[src/rtl/sort_drain.sv]
// Drains a toggle-handshake sorter head-first onto a valid/ready stream and keeps count/min/max stats.
// Latency: one element per GUARD+3 clocks with out_ready high; out_valid holds data until accepted.
// Optional order checker built when SORT_DRAIN_CHECK_EN is defined.
module sort_drain #(
    parameter int GUARD = 10,
    parameter int DW    = 16,
    parameter int CNT_W = 8
) (
    input  logic             clk,
    input  logic             rstn,
    input  logic             enable,
    input  logic             start,
    input  logic [DW-1:0]    tx_data,
    input  logic             empty,
    input  logic             idle,
    output logic             pop,
    output logic [DW-1:0]    out_data,
    output logic             out_valid,
    input  logic             out_ready,
    output logic             done,
    output logic [CNT_W-1:0] count,
    output logic [DW-1:0]    min_val,
    output logic [DW-1:0]    max_val,
    output logic             order_err,
    output logic [2:0]       cst,
    output logic [2:0]       nst
);

    localparam int GW = (GUARD > 2) ? $clog2(GUARD) : 1;

    typedef enum logic [2:0] {
        ST_IDLE  = 3'b000,
        ST_WAIT  = 3'b001,
        ST_OUT   = 3'b011,
        ST_POP   = 3'b010,
        ST_GUARD = 3'b110,
        ST_END   = 3'b111
    } state_t;

    state_t        cst_q;
    state_t        nst_c;
    logic          start_q;
    logic [GW-1:0] gcnt;
    logic          start_evt;
    logic          accept;

    assign start_evt = start ^ start_q;
    assign accept    = (cst_q == ST_OUT) && out_valid && out_ready;
    assign cst       = cst_q;
    assign nst       = nst_c;

    always_comb begin
        nst_c = cst_q;
        if (!enable) begin
            nst_c = ST_IDLE;
        end else begin
            case (cst_q)
                ST_IDLE:  if (start_evt) nst_c = ST_WAIT;
                ST_WAIT:  if (idle) nst_c = empty ? ST_END : ST_OUT;
                ST_OUT:   if (out_ready) nst_c = ST_POP;
                ST_POP:   nst_c = ST_GUARD;
                ST_GUARD: if (gcnt == GW'(GUARD - 1)) nst_c = ST_WAIT;
                ST_END:   nst_c = ST_IDLE;
                default:  nst_c = ST_IDLE;
            endcase
        end
    end

    always_ff @(posedge clk or negedge rstn) begin
        if (!rstn) begin
            cst_q     <= ST_IDLE;
            start_q   <= 1'b0;
            gcnt      <= '0;
            pop       <= 1'b0;
            out_data  <= '0;
            out_valid <= 1'b0;
            done      <= 1'b0;
            count     <= '0;
            min_val   <= '0;
            max_val   <= '0;
        end else begin
            start_q   <= start;
            cst_q     <= nst_c;
            out_valid <= (nst_c == ST_OUT);
            done      <= (nst_c == ST_END);
            // pop only moves in ST_POP, so dropping enable never emits a stray toggle
            if (enable) begin
                case (cst_q)
                    ST_IDLE: if (start_evt) begin
                        count   <= '0;
                        min_val <= '0;
                        max_val <= '0;
                    end
                    ST_WAIT: if (idle && !empty) out_data <= tx_data;
                    ST_OUT: if (accept) begin
                        if (count != '1) count <= count + 1'b1;
                        if (count == '0) begin
                            min_val <= out_data;
                            max_val <= out_data;
                        end else begin
                            if (out_data < min_val) min_val <= out_data;
                            if (out_data > max_val) max_val <= out_data;
                        end
                    end
                    ST_POP: begin
                        pop  <= ~pop;
                        gcnt <= '0;
                    end
                    ST_GUARD: gcnt <= gcnt + 1'b1;
                    default: ;
                endcase
            end
        end
    end

`ifdef SORT_DRAIN_CHECK_EN
    logic [DW-1:0] prev_val;

    always_ff @(posedge clk or negedge rstn) begin
        if (!rstn) begin
            prev_val  <= '0;
            order_err <= 1'b0;
        end else if (enable) begin
            if (cst_q == ST_IDLE && start_evt) begin
                order_err <= 1'b0;
            end else if (accept) begin
                prev_val <= out_data;
                // count==0 marks the first element of this drain
                if (count != '0 && out_data < prev_val) order_err <= 1'b1;
            end
        end
    end
`else
    assign order_err = 1'b0;
`endif

endmodule

[config.mk]
export PLATFORM = sky130hd
export DESIGN_NAME = sort_drain
export DESIGN_NICKNAME = d
export VERILOG_FILES = /design/src/rtl/sort_drain.sv
export SDC_FILE = /design/constraint.sdc
export NUM_CORES = 1
export LEC_CHECK = 0
export CAP_MARGIN = 10
export CORE_UTILIZATION = 50
export DETAILED_ROUTE_END_ITERATION = 7
export PLACE_DENSITY = 0.88
export SYNTH_ARGS = -nofsm -noshare
export SYNTH_HDL_FRONTEND = slang
export SYNTH_SLANG_ARGS = --single-unit
[constraint.sdc]
create_clock -name clk -period 2.95 [get_ports clk]
set_input_delay 0.885 -clock clk [delete_from_list [all_inputs] [get_ports clk]]
set_output_delay 0.885 -clock clk [all_outputs]
set_load 0.005 [all_outputs]
==> impl_results.md <==
* RSZ-0062 raised after global routing: no
* DR iter-0 viols at 147
* Vias in the first global route at 3040
* # clock sinks at 67
* I/O pin cnt at 89
* # nets final at 516
* Post-synth top flop: dfrtp_1
* Cell count after synthesis at 339
* Static Leakage at 2.342 nW
* Max Clock Skew at 0.01145 ns
* Fmax at 0.3464 GHz
* Mapped Area at 3747 sq um
* PwrDens at 617.2 nW/um^2
* Clk buf depth at 2
* Pwr Total at 0.003213 W
* Hold Path Class: in2async
* CP Class: in2out
* Final hold viol count at 0
* Diode count at 0
* Cell Rows at 31
* Largest net degree at the start of global routing at 26
* Critical path peak fanout at 3
* Routed len/inst at 16.78 um
* Vias at 3028
* Synth async-reset ratio at 100.0%
* Endpoints failing setup at 0
* Post-synth EDFFs at 0
* Distinct cell type count after synthesis at 49
* Most used cell, CP: buf_4
* Worst IR Drop VDD at 0.4805 mV
* Slowest cell on the critical path: dlygate4sd2_1
* Number of max-cap violations at 0
* Num CTS Buffers at 9
* Syn Nets at 397
* Post-route ant nets at 0
* Detailed Route WL at 9431 um
* Die area at 7845 sq um
* Clock Latency Late Sink at 0.36 ns
* Crit end category: output port
* CP cell instances: buf_6 -> xnor2_4 -> nor4_4 -> buf_4 -> o31ai_2 -> buf_4 -> inv_1 -> dlygate4sd2_1
* Yosys top cell by area: dfrtp_1
* Most numerous cell in the Yosys netlist: dfrtp_1
* Sequential-to-total area share from yosys stat at 44.74%
* Top-area cell type share of the netlist area at 44.74%
* Final worst-path cycle share at 97.86%
* Largest delay share family, worst path: buffers and inverters
* Final GP Congestion at 0.7976
* CP Launch Point: start
* Post-CTS Hold Buffers at 0
* Flops & latches, synth at 67
* Critical path buffer and inverter count at 5
* CP Data Required Time at 2.07 ns
* Hold_ws at 0.4779 ns
* Startpoint types: primary input
* Starting Density at 51.66%
* Tmin final at 2.887 ns
* CTS tree: done
* First-pass GRT wire length at 14890 um
* CTS clk-pin slew, worst paths at 0.07 ns
* Vias/cell at 5.388
* 1st-pass router iterations at 4
* Synth area leaders: dfrtp_1, ha_1, mux2_2
* Die Span Y at 88.57 um
* DRC viols at 0
* Antenna violations before repair at 0
* Port-buffer cells at 87
* Total track usage at 25.49%
* Avg Inst Size Synth at 11.05 sq um
* Worst EP arrival at 2.00 ns
* Pins Over Slew Limit at 0
* Commonest cells in the netlist: dfrtp_1, mux2_2, inv_1
* Util after Layout at 71.76%
* Die span in x at 88.57 um
* Core area at 7253 sq um
* DP Worst Slack at -0.4477 ns
* Final WS setup at 0.06322 ns
* CP peak stage delay at 0.25 ns
* Fraction of layout cells with a size suffix above 1 at 23.11%
* Post-DP HPWL at 6447 um
* Area Overhead vs Synth at 38.90%
* Synth warn at 0
* GRT overflow at 0
* Reg2reg start: cst[1]
* Status: finished, final reports clean
* Root Driver: clkbuf_8
* H-Tree Depth at 3
* Fillers at 505
==> final timing paths <==
check | cells past startpoint | slack [ns] | end
max | 8 | 0.06 | nst[0]
min in group clk | 1 | 0.51 | pop
min | 1 | 0.48 | out_data[10]
max reg2reg | 16 | 0.14 | max_val[2]
min reg2reg | 1 | 0.51 | pop
max in group asynchronous | 2 | 1.76 | min_val[15]
==> where the power goes <==
part	internal (W)	switching, W
Sequential	0.00105	0.000188
Combinational	0.000690	0.000509
Clock	0.000411	0.000370
Total	0.00215	0.00107
==> kinds of logic (layout without fill, tap and decap cells) <==
kind of cell | count (synthesis) | count (layout) | synth area share [%]
AOI/OAI and AO/OA | 55 | 55 | 9.583
xor gates and xnor gates | 2 | 2 | 0.4675
muxes | 49 | 49 | 15.73
DFF | 67 | 67 | 44.74
and+or+nand+nor | 86 | 86 | 12.32
buffers and inverters | 44 | 168 | 5.376
adders and majority gates | 35 | 35 | 11.69
other | 1 | 1 | 0.1001
==> cell usage in the layout (no fill, tap or decap), types with 14 or more instances in the layout <==
cell type,synthesis,routed
ha_1,35,35
mux2_2,38,36
dfrtp_1,67,67
a21oi_1,14,14
nor2_1,17,17
inv_1,36,36
nand2_1,15,15
clkdlybuf4s50_1,0,80
o21ai_0,16,16
and2_1,17,17
buf_4,1,17
==> sequential cells by signal, indices dropped and copies added (netlist names) <==
register,cells
min_val,16
count,8
pop,1
done,1
out_data,16
cst,3
gcnt,4
out_valid,1
max_val,16
start_q,1
==> repair_timing <==
item                                    4_1_cts  5_1_grt
pin swaps                                     5        4
setup buffers                                14        0
endpoints found under the setup margin        3       41
gates cloned                                  1        0
resized for setup                            28       11
==> final cells by class <==
class	count	area (sq um)	share of cell area, %
Timing Repair Buffer	116	1129	21.68
Clock inverter	6	65.06	1.250
Clock buffer	10	137.6	2.644
Inverter	36	135.1	2.596
Sequential cell	67	1677	32.21
Multi-Input combinational cell	228	1938	37.24
Tap cell	99	123.9	2.380
==> through the flow <==
step,std cells,setup TNS (ns),cell area [sq um]
2_1_floorplan,339,0,3747
3_3_place_gp,533,-1.005,4816
4_1_cts,564,-0.07159,5216
3_5_place_dp,533,-1.175,4816
5_1_grt,562,0,5205
6_report,562,0,5205
==> metal layers <==
metal,GRT usage (%),vias up,routed length (um)
li1,-,1422,-
met1,32.63,1512,4041
met2,43.29,84,4881
met3,5.690,10,392
met4,7.625,0,115
met5,0,-,0
No activity file was read; power rests on OpenSTA's default activity.
